File: config.mk
export PLATFORM = sky130hd
export DESIGN_NAME = alu_sequencer
export DESIGN_NICKNAME = d
export VERILOG_FILES = /design/src/rtl/alu_sequencer.sv
export SDC_FILE = /design/constraint.sdc
export NUM_CORES = 1
export LEC_CHECK = 0
export BUFFER_PORTS_ARGS = -buffer_cell sky130_fd_sc_hd__buf_4
export CAP_MARGIN = 15
export CORE_ASPECT_RATIO = 1.4
export CORE_MARGIN = 3
export CORE_UTILIZATION = 62
export DETAILED_ROUTE_END_ITERATION = 10
export HOLD_SLACK_MARGIN = 0.06
export PLACE_DENSITY = 0.81
export SLEW_MARGIN = 20
export SYNTH_ARGS = -nofsm -noshare
export SYNTH_HDL_FRONTEND = slang
export SYNTH_SLANG_ARGS = --single-unit
export TNS_END_PERCENT = 50
File: constraint.sdc
create_clock -name clk -period 2.7 [get_ports clk]
set_clock_uncertainty 0.05 [all_clocks]
set_input_delay 0.27 -clock clk [delete_from_list [all_inputs] [get_ports clk]]
set_output_delay 0.27 -clock clk [all_outputs]
set_load 0.005 [all_outputs]
File: src/rtl/alu_sequencer.sv
// Four-cycle issue controller for the combinational ALU.
// Owns the 16x16 register file and the 5-bit PSR (Z C F N L).
module alu_sequencer (
    input  logic        clk,
    input  logic        reset,
    input  logic [15:0] inst_in,
    input  logic        inst_valid,
    output logic        inst_ready,
    output logic [15:0] alu_a,
    output logic [15:0] alu_b,
    output logic [7:0]  alu_opcode,
    input  logic [15:0] alu_c,
    input  logic [4:0]  alu_flags,
    output logic [4:0]  psr,
    output logic        done,
    output logic        illegal,
    input  logic [3:0]  dbg_addr,
    output logic [15:0] dbg_data
);

    localparam int REGS = 16;

    typedef enum logic [1:0] {
        S_IDLE,
        S_DECODE,
        S_EXEC,
        S_WB
    } state_t;

    state_t      state_q, state_d;
    logic [15:0] inst_q, inst_d;
    logic [15:0] alu_a_q, alu_a_d;
    logic [15:0] alu_b_q, alu_b_d;
    logic [7:0]  alu_op_q, alu_op_d;
    logic        ill_q, ill_d;
    logic        wr_reg_q, wr_reg_d;
    logic        wr_psr_q, wr_psr_d;
    logic [15:0] c_q, c_d;
    logic [4:0]  flags_q, flags_d;
    logic [4:0]  psr_q, psr_d;
    logic [15:0] regs_q [REGS];
    logic [15:0] regs_d [REGS];

    logic [3:0]  op_hi, rd, ext, rs;
    logic [15:0] imm_sext, imm_zext;

    assign op_hi    = inst_q[15:12];
    assign rd       = inst_q[11:8];
    assign ext      = inst_q[7:4];
    assign rs       = inst_q[3:0];
    assign imm_sext = {{8{inst_q[7]}}, inst_q[7:0]};
    assign imm_zext = {8'h00, inst_q[7:0]};

    logic        dec_legal;
    logic        dec_wr_reg;
    logic        dec_wr_psr;
    logic [7:0]  dec_op;
    logic [15:0] dec_b;

    always_comb begin
        dec_legal  = 1'b1;
        dec_wr_reg = 1'b1;
        dec_wr_psr = 1'b1;
        dec_op     = 8'h00;
        dec_b      = 16'h0000;
        unique case (op_hi)
            4'h0: begin
                dec_op = {4'h0, ext};
                dec_b  = regs_q[rs];
                unique case (ext)
                    4'h0: begin
                        dec_wr_reg = 1'b0;
                        dec_wr_psr = 1'b0;
                    end
                    4'h1, 4'h2, 4'h3, 4'h4, 4'h5,
                    4'h6, 4'h7, 4'h8, 4'h9: dec_wr_reg = 1'b1;
                    4'hB: dec_wr_reg = 1'b0;
                    default: dec_legal = 1'b0;
                endcase
            end
            4'h5, 4'h7, 4'h9: begin
                dec_op = {4'h0, op_hi};
                dec_b  = imm_sext;
            end
            4'h6: begin
                dec_op = 8'h06;
                dec_b  = imm_zext;
            end
            4'hB: begin
                dec_op     = 8'h0B;
                dec_b      = imm_sext;
                dec_wr_reg = 1'b0;
            end
            4'h8: begin
                unique case (ext)
                    4'h0: begin
                        dec_op = 8'h80;
                        dec_b  = {12'h000, rs};
                    end
                    4'h4: begin
                        dec_op = 8'h84;
                        dec_b  = regs_q[rs];
                    end
                    default: dec_legal = 1'b0;
                endcase
            end
            default: dec_legal = 1'b0;
        endcase
        if (!dec_legal) begin
            dec_wr_reg = 1'b0;
            dec_wr_psr = 1'b0;
        end
    end

    always_comb begin
        state_d  = state_q;
        inst_d   = inst_q;
        alu_a_d  = alu_a_q;
        alu_b_d  = alu_b_q;
        alu_op_d = alu_op_q;
        ill_d    = ill_q;
        wr_reg_d = wr_reg_q;
        wr_psr_d = wr_psr_q;
        c_d      = c_q;
        flags_d  = flags_q;
        psr_d    = psr_q;
        regs_d   = regs_q;
        unique case (state_q)
            S_IDLE: begin
                if (inst_valid) begin
                    inst_d  = inst_in;
                    state_d = S_DECODE;
                end
            end
            S_DECODE: begin
                ill_d    = !dec_legal;
                wr_reg_d = dec_wr_reg;
                wr_psr_d = dec_wr_psr;
                // Illegal words leave the ALU operands untouched
                if (dec_legal) begin
                    alu_a_d  = regs_q[rd];
                    alu_b_d  = dec_b;
                    alu_op_d = dec_op;
                end
                state_d = S_EXEC;
            end
            S_EXEC: begin
                c_d     = alu_c;
                flags_d = alu_flags;
                state_d = S_WB;
            end
            S_WB: begin
                if (wr_reg_q) regs_d[rd] = c_q;
                if (wr_psr_q) psr_d = flags_q;
                state_d = S_IDLE;
            end
            default: state_d = S_IDLE;
        endcase
    end

    always_ff @(posedge clk) begin
        if (!reset) begin
            state_q  <= S_IDLE;
            inst_q   <= '0;
            alu_a_q  <= '0;
            alu_b_q  <= '0;
            alu_op_q <= '0;
            ill_q    <= 1'b0;
            wr_reg_q <= 1'b0;
            wr_psr_q <= 1'b0;
            c_q      <= '0;
            flags_q  <= '0;
            psr_q    <= '0;
            regs_q   <= '{default: '0};
        end else begin
            state_q  <= state_d;
            inst_q   <= inst_d;
            alu_a_q  <= alu_a_d;
            alu_b_q  <= alu_b_d;
            alu_op_q <= alu_op_d;
            ill_q    <= ill_d;
            wr_reg_q <= wr_reg_d;
            wr_psr_q <= wr_psr_d;
            c_q      <= c_d;
            flags_q  <= flags_d;
            psr_q    <= psr_d;
            regs_q   <= regs_d;
        end
    end

    assign inst_ready = (state_q == S_IDLE);
    assign done       = (state_q == S_WB);
    assign illegal    = (state_q == S_WB) && ill_q;
    assign alu_a      = alu_a_q;
    assign alu_b      = alu_b_q;
    assign alu_opcode = alu_op_q;
    assign psr        = psr_q;
    assign dbg_data   = regs_q[dbg_addr];

endmodule

; After elaboration in Yosys (flattened, before gate mapping)
; Index checks and enable logic that the tools add are counted.
[totals]
output_inout_bits = 64
input_bits = 44
ramBits = 0
rom_bits = 0
reg_bits = 343
latchBits = 0
memories = 0
wordCells = 97
[classes]
mul = 0
n_reduce_logical = 16
n_lt_le_gt_ge = 4
bitwise = 3
muxes = 27
n_addsub = 0
shifts = 0
div_mod_pow = 0
eq_ne = 20
[ops]
columns = operator, n
row1 = 256-bit bitwise mux, 1
row2 = 16-bit binary-select mux with 4-bit select, 3
row3 = 16-bit 2-to-1 mux, 7
row4 = 16-bit demux with 4-bit select, 1
row5 = 16-bit case mux with 4 select lines, 1
row6 = 8-bit case mux with 5 select lines, 1
row7 = 16-bit case mux with 2 select lines, 1
row8 = "4-bit by 3-bit == test with 1-bit output, second input constant", 7
row9 = "4-bit == test, second input constant", 6
row10 = 8-bit case mux with 2 select lines, 1
row11 = "5-bit greater-or-equal comparator, second input constant", 3
row12 = 4-bit inverter with 5-bit output, 3
row13 = 11-bit OR reduction, 1
row14 = "4-bit by 2-bit == test with 1-bit output, second input constant", 2
row15 = 4-bit logical NOT, 2
row16 = 2-bit case mux with 4 select lines, 1
row17 = 2-bit AND reduction, 4
row18 = 1-bit 2-to-1 mux, 7
row19 = "5-bit by 1-bit < comparator with 1-bit output, second input constant", 1
row20 = 5-bit OR reduction, 1
row21 = "2-bit == test, second input constant", 2
row22 = "4-bit by 1-bit == test with 1-bit output, second input constant", 1
row23 = 2-bit OR reduction, 2
row24 = 4-bit OR reduction, 1
row25 = other kinds (9), 10

; Depth between registers and ports, before layout
; Gate-level depths: netlist of the first run.
[logic_depth]
word_depth = 6
mapped_depth = 8
mapped_depth_nobuf = 6

; Worst setup path before layout of the first run
; Ideal clock, no wire load.
[synth_timing]
path_kind = input-to-output
from = in dbg_addr[0]
to = out dbg_data[0]
path_buffers = 2
cell_stages = 4
t_required_ns = 2.380
path_slack_ns = 0.424
arrival_time_ns = 1.956
cell_sequence = clkbuf_1 buf_2 mux4_2 mux4_2
[synth_via]
elab_chain_len = 4
[synth_rtl]
columns = item, line
row1 = "start, declared", 17  ; input logic [3:0] dbg_addr,
row2 = 4-bit inverter with 5-bit output (not written as such), 198  ; assign dbg_data = regs_q[dbg_addr];
row3 = 16-bit binary-select mux with 4-bit select, 198
row4 = 16-bit 2-to-1 mux (not written as such) (2 in series), 198
row5 = "end, declared", 18  ; output logic [15:0] dbg_data
; Every way passes these cells. The select of a mux whose other input is x is not followed.

; Worst setup path in the final report of the first run
[layout_timing]
from = reg inst_q[1]
to = reg alu_b_q[2], in the netlist alu_b[2]
[layout_via]
elab_chain_len = 6
[layout_rtl]
columns = item, line
row1 = "start, declared", 31  ; logic [15:0] inst_q, inst_d;
row2 = "start signal, assigned", 177  ; inst_q <= inst_d;
row3 = 4-bit inverter with 5-bit output (not written as such) (*), "69, 102"
row4 = 16-bit binary-select mux with 4-bit select (*), "69, 102"
row5 = 16-bit 2-to-1 mux (not written as such) (*) (2 in series), "69, 102"
row6 = 16-bit case mux with 2 select lines, 95  ; unique case (ext)
row7 = 16-bit case mux with 4 select lines (*), 66  ; unique case (op_hi)
row8 = "end signal, assigned", 179  ; alu_b_q <= alu_b_d;
row9 = "end, declared", 33  ; logic [15:0] alu_b_q, alu_b_d;
; Every way passes the cells marked *; elsewhere a longest branch is shown, timed or not. The select of a mux whose other input is x is not followed.
; A chain may end at the register's enable or synchronous reset.

==> out/metrics.csv, run 1 <==
stage,metric,value,unit
clock_network,clk sinks,340,
routing,final wirelength,66.87,mm
grt,Total GRT Usage,0.4040,
synthesis,number of flops mapped to enable cells by yosys,0,
setup_path,r2r endpoint,alu_b[2],
die,die width,153.2,µm
synthesis,top-count cell post-synth,nand2_1,
setup_path,crit path launch type,flip-flop,
worst_hold_path,WHS Path Cells,2,
synthesis,synth warn,0,
routing,drt pass-1 iters,6,
placement,Placer Congestion,0.9554,
synthesis,syn_area_per_cell,9.776,µm²
clock_network,CTS buffer count,35,
finish,layout cells sized above 1,0.2397,
sta,Final Cycle Share,0.9591,
sta,"Slew Viols, Final",0,
setup_path,CP max stage delay,650,ps
die,Top Ports,108,
clock_network,clk_lat worst skew,560,ps
worst_hold_path,hold path start,reset,
power,Pwr Density,641.8,nW/µm²
sta,final hold violations,0,
sta,Worst slew margin,0.3890,
synthesis,Synth area leader,dfxtp_1,
run_status,outcome,completed,
routing,WL/cell,27.67,µm
setup_path,CP Cell Sequence,buf_4 -> mux4_2 -> o21ai_0 -> o221ai_1 -> o221a_1,
grt,grt ovf,0,
sta,Fmax,0.3862,GHz
setup_path,Critical R2R Launch,inst_q[1],
grt,antenna violations before repair,1,
setup_path,worst path required time,3080,ps
sta,RSZ-0062 raised after global routing,false,
die,Die H,212.1,µm
setup_path,CP max FO,13,
synthesis,"top cells by area, synth","dfxtp_1, mux4_2, a21boi_0",
finish,Area growth syn-to-layout,15.82,%
synthesis,top cell type's share of synthesized area,0.3617,
routing,initial DRC count,2232,
synthesis,Post-synth ARST share,0,
setup_path,CP endpoint kind,flip-flop,
clock_network,clk root buf,clkbuf_16,
sta,Final setup viols,0,
synthesis,Seq cells post-synth,340,
die,Starting Density,0.6371,
grt,first-pass GRT wire length,100.4,mm
worst_hold_path,Worst Hold End,alu_opcode[1],
power,LEAKAGE,7.229,nW
run,max cap viols,0,
setup_path,cells on worst reg2reg path,5,
sta,setup TNS,0,ps
placement,port bufs,104,
clock_network,CTS tree,built,
clock_network,"Setup Fix Bufs, Post-CTS",0,
placement,hpwl dp,43.13,mm
setup_path,Critical Path AT,2970,ps
clock_network,clock buffer depth,3,
power,total power after layout,13.99,mW
finish,Final Util,0.7379,
clock_network,H-tree levels,2,
synthesis,Synth Instances,1925,
grt,vias in the first global route,17080,
setup_path,R2R Setup Slk,110,ps
routing,routed vias/inst,7.083,
synthesis,"Distinct cells, synth",52,
synthesis,most used flip-flop cell after synthesis,dfxtp_1,
die,die area,32510,µm²
routing,Post-route DRC,0,
setup_path,CP Buf/Inv Count,1,
synthesis,"Seq/Total Area, Yosys",0.3617,
finish,fin nets,2059,
die,Core Area,29540,µm²
routing,Final ANT Viol Nets,0,
routing,Vias,17120,
setup_path,Setup CP Type,flip-flop to flip-flop,
sta,Final min period,2590,ps
setup_path,crit-path leading delay family,compound AO/OA/AOI/OAI gates,
setup_path,Crit-path slowest cell,dfxtp_2,
sta,final hold slack,179.8,ps
die,num rows,74,
grt,largest net degree at the start of global routing,96,
sta,Worst-Margin Slew,915.2,ps
power,worst ir drop on vdd,499.5,µV
synthesis,Post-Syn Area,18820,µm²
synthesis,"top cells by count, synth","nand2_1, dfxtp_1, a21boi_0",
worst_hold_path,HP Class,input port to flip-flop,
clock_network,clock-pin slew on the worst setup and hold paths,60,ps
==> per-layer routing <==
metal	up-vias	track usage	share of wire
met5	-	0	0
met4	0	0.3280	0.10
met3	450	0.1179	0.14
met2	1451	0.6361	0.44
met1	8118	0.4580	0.31
li1	7101	-	-
==> area by class of cell <==
cell class | count | area (µm²)
flip-flops and latches | 340 | 6815
well taps | 380 | 475.5
clock buffers | 53 | 993.5
diodes | 1 | 2.502
clock inverters | 9 | 138.9
inverters | 8 | 30.03
repair buffers | 247 | 2166
multi-input cells | 1379 | 11170
fillers | 1995 | 7741
==> timing repair <==
item,CTS,global route
endpoints found under the setup margin,1,0
hold buffers,38,0
hold endpoints to repair,38,0
gates resized for setup,1,0
==> sequential cells by signal (all words and copies together), names as in the netlist <==
name        flops
psr             5
wr_reg_q        1
inst_q         16
flags_q         5
alu_b          16
ill_q           1
state_q         2
wr_psr_q        1
alu_opcode      5
regs_q        256
c_q            16
alu_a          16
==> power by group <==
group / total [mW] / internal, mW / switching (mW) / leakage, nW
clock network: 4.89 / 2.77 / 2.12 / 0.552
registers: 6.00 / 5.29 / 0.707 / 2.75
logic: 3.10 / 1.31 / 1.78 / 3.93
total: 14.0 / 9.37 / 4.61 / 7.23
==> stage by stage <==
stage                     cells  setup WS, ps  area [µm²]
after floorplan            1927         424.4       18830
after global placement     2316         60.13       20280
after detailed placement   2316         12.60       20280
after CTS                  2416         215.9       21790
after global routing       2416         88.88       21790
final                      2417         110.4       21790
==> cells by family after synthesis <==
group	after synthesis	share of synthesized area
buffers and inverters	208	0.04601
other	1	0.0001993
DFF	340	0.3617
and+or+nand+nor	699	0.1522
adders and majority gates	4	0.002660
AOI/OAI and AO/OA	413	0.1658
xor gates and xnor gates	1	0.0004655
muxes	259	0.2709
==> cell usage in the layout, fill, tap and decap left out, types with 13 or more instances in the layout <==
master / Yosys / final
nand2_1: 539 / 538
dfxtp_1: 340 / 335
a21boi_0: 271 / 271
mux4_2: 200 / 200
buf_4: 5 / 191
nand3_1: 74 / 74
mux2i_1: 56 / 56
dlygate4sd3_1: 0 / 38
clkbuf_16: 0 / 35
nor2_1: 35 / 34
a22o_1: 33 / 33
nor2b_1: 27 / 25
o22ai_1: 24 / 24
o21ai_0: 17 / 17
buf_12: 0 / 17
clkbuf_1: 130 / 13
==> how the worst max path moves through the flow <==
stage	endpoint	start	cells after the start
after floorplan	dbg_data[0]	dbg_addr[0]	4
after global placement	alu_b[13]	inst_q[6]	5
after detailed placement	alu_b[13]	inst_q[6]	5
after CTS	alu_b[11]	inst_q[4]	6
after global routing	alu_b[13]	inst_q[14]	5
final	alu_b[2]	inst_q[1]	5
Power figures use the tool's default switching activity.
==> inputs of run 2 (changes only) <==
--- a/config.mk
+++ b/config.mk
@@ -9,10 +9,9 @@
 export CAP_MARGIN = 15
 export CORE_ASPECT_RATIO = 1.4
 export CORE_MARGIN = 3
-export CORE_UTILIZATION = 62
+export CORE_UTILIZATION = 37
 export DETAILED_ROUTE_END_ITERATION = 10
 export HOLD_SLACK_MARGIN = 0.06
-export PLACE_DENSITY = 0.81
 export SLEW_MARGIN = 20
 export SYNTH_ARGS = -nofsm -noshare
 export SYNTH_HDL_FRONTEND = slang
==> run 2 against run 1 <==
Maximum frequency is 1.4% lower; combinational power about the same; first-iteration DRC count fell by 26%; clock power up 5.9%; worst setup slack worse by 37 ps; count of clock-buffer cells in the layout decreased by 3; design area increased by 2.4%; critical path type unchanged; critical endpoint is now alu_b[15]; largest cell class unchanged.
==> out/metrics.csv, run 2 (synthesis gave the netlist of run 1 again) <==
stage,metric,value,unit,change
sta,Final min period,2627,ps,was 2590 ps
die,Core Area,50120,µm²,was 29540 µm²
clock_network,clk root buf,clkbuf_16,,unchanged
placement,hpwl dp,48.92,mm,was 43.13 mm
setup_path,Critical R2R Launch,inst_q[6],,was inst_q[1]
die,num rows,97,,was 74
grt,grt ovf,0,,unchanged
setup_path,CP max FO,10,,was 13
finish,Top reg by flops,regs_q,,unchanged
setup_path,CP Cell Sequence,or4b_1 -> a21oi_1 -> nand2_1 -> buf_4 -> o22ai_1 -> o221a_2,,was buf_4 -> mux4_2 -> o21ai_0 -> o221ai_1 -> o221a_1
clock_network,CTS tree,built,,unchanged
clock_network,clk sinks,340,,unchanged
routing,final wirelength,70.85,mm,was 66.87 mm
clock_network,clock-pin slew on the worst setup and hold paths,60,ps,about the same
setup_path,crit-path leading delay family,simple AND/OR/NAND/NOR gates,,was compound AO/OA/AOI/OAI gates
sta,setup TNS,0,ps,unchanged
worst_hold_path,WHS Path Cells,2,,unchanged
power,Pwr Density,639.0,nW/µm²,was 641.8 nW/µm²
grt,antenna violations before repair,0,,was 1
routing,routed vias/inst,6.021,,was 7.083
power,part of the power in combinational logic,0.216,,was 0.221
sta,Worst slew margin,0.3796,,was 0.3890
sta,Fmax,0.3807,GHz,was 0.3862 GHz
setup_path,r2r endpoint,alu_b[15],,was alu_b[2]
finish,max reg flops,256,,unchanged
routing,Vias,16200,,was 17120
power,LEAKAGE,7.327,nW,was 7.229 nW
power,Clk network pwr share,0.363,,was 0.350
power,Net Sw Power,4.595,mW,was 4.612 mW
finish,"commonest non-fill, non-tap cells in the layout","nand2_1, dfxtp_1, a21boi_0",,unchanged
grt,Total GRT Usage,0.2599,,was 0.4040
sta,Final setup viols,0,,unchanged
worst_hold_path,hold path start,reset,,unchanged
finish,Reg area,6818,µm²,was 6815 µm²
finish,# fillers,4728,,was 1995
clock_network,clock buffer depth,3,,unchanged
finish,diodes inserted,0,,was 1
routing,WL/cell,26.33,µm,was 27.67 µm
die,die width,196.6,µm,was 153.2 µm
setup_path,crit path launch type,flip-flop,,unchanged
routing,initial DRC count,1653,,was 2232
sta,final hold violations,0,,unchanged
placement,port bufs,104,,unchanged
setup_path,CP max stage delay,560,ps,was 650 ps
placement,Placer Congestion,0.9437,,was 0.9554
sta,Worst-Margin Slew,929.3,ps,was 915.2 ps
clock_network,CTS buffer count,36,,was 35
power,Seq pwr share,0.421,,was 0.429
run_status,outcome,completed,,unchanged
worst_hold_path,HP Class,input port to flip-flop,,unchanged
finish,"commonest non-fill, non-tap cell in the layout",nand2_1,,unchanged
die,Die H,272.8,µm,was 212.1 µm
clock_network,clk_lat worst skew,540,ps,was 560 ps
setup_path,R2R Setup Slk,70,ps,was 110 ps
setup_path,CP Buf/Inv Count,1,,unchanged
power,worst ir drop on vdd,322.8,µV,was 499.5 µV
run,max cap viols,0,,unchanged
worst_hold_path,Worst Hold End,alu_opcode[2],,was alu_opcode[1]
finish,layout cells sized above 1,0.2471,,was 0.2397
grt,largest net degree at the start of global routing,87,,was 96
routing,drt pass-1 iters,5,,was 6
sta,"Slew Viols, Final",0,,unchanged
die,Top Ports,108,,unchanged
die,die area,53640,µm²,was 32510 µm²
grt,vias in the first global route,16050,,was 17080
routing,Post-route DRC,0,,unchanged
sta,RSZ-0062 raised after global routing,false,,unchanged
finish,footprint of the multi-input gates,11190,µm²,was 11170 µm²
setup_path,Setup CP Type,flip-flop to flip-flop,,unchanged
setup_path,cells on worst reg2reg path,6,,was 5
die,Starting Density,0.3754,,was 0.6371
power,Cell Int Power,9.664,mW,was 9.375 mW
setup_path,worst path required time,3130,ps,was 3080 ps
routing,Final ANT Viol Nets,0,,unchanged
finish,fin nets,2072,,was 2059
power,total power after layout,14.26,mW,was 13.99 mW
power,Sw Share,0.3223,,was 0.3298
sta,Final Cycle Share,0.9728,,was 0.9591
setup_path,Crit-path slowest cell,or4b_1,,was dfxtp_2
setup_path,Worst path depth,6,,was 5
clock_network,H-tree levels,2,,unchanged
setup_path,Critical Path AT,3050,ps,was 2970 ps
finish,Area growth syn-to-layout,18.58,%,was 15.82%
setup_path,CP endpoint kind,flip-flop,,unchanged
grt,first-pass GRT wire length,105.0,mm,was 100.4 mm
[run 2: how the worst max path moves through the flow]
stage	startpoint	to	slack (ps)
after global routing	inst_q[6]	alu_b[15]	40
after CTS	inst_q[6]	alu_b[15]	140
after detailed placement	inst_q[6]	alu_b[15]	170
after global placement	inst_q[6]	alu_b[15]	170
after floorplan	dbg_addr[0]	dbg_data[0]	420
final	inst_q[6]	alu_b[15]	70
[run 2: metrics by stage]
step / instance area [µm²] / hold WS, ps / worst slack, ps / utilization / std cells
2_1_floorplan: 18830 / 364.9 / 424.4 / - / 1927
3_3_place_gp: 20730 / 410.5 / 170.7 / 0.4135 / 2591
3_5_place_dp: 20730 / 422.9 / 171.4 / 0.4135 / 2591
4_1_cts: 22310 / 273.8 / 140.0 / 0.4452 / 2691
5_1_grt: 22310 / 304.7 / 35.49 / 0.4452 / 2691
6_report: 22310 / 263.7 / 73.32 / 0.4452 / 2691
[run 2: power groups by stage]
stage	registers (mW)	logic (mW)	clock network (mW)
2_1_floorplan	5.53	2.18	0
3_3_place_gp	6.09	2.96	0
3_5_place_dp	6.10	3.02	0
4_1_cts	5.99	3.07	5.24
5_1_grt	6.04	3.26	5.44
6_report	6.00	3.09	5.18
[run 2: worst reg2reg max path, stage by stage, from the launching register on]
cell	delay (ps)
dfxtp_1	500
or4b_1	570
a21oi_1	220
nand2_1	320
buf_4	330
o22ai_1	350
o221a_2	240
[run 2: area by class of cell]
type,instances,area share
flip-flops and latches,340,0.3055
clock buffers,50,0.04733
repair buffers,259,0.1018
multi-input cells,1379,0.5013
well taps,643,0.03605
inverters,8,0.001346
clock inverters,12,0.006673
[run 2: layer usage]
layer	vias up	wire length, µm	share of wire	track usage
li1	7116	-	-	-
met1	8034	26240	0.37	0.3036
met2	816	34260	0.48	0.4437
met3	236	5384	0.076	0.04920
met4	0	4968	0.070	0.1537
met5	-	0	0	0
[run 2: timing repair]
| item | 4_1_cts | 5_1_grt |
|---|---|---|
| setup buffers | 0 | 0 |
| hold buffers | 38 | 0 |
| hold endpoints to repair | 38 | 0 |
| gates resized for setup | 0 | 0 |
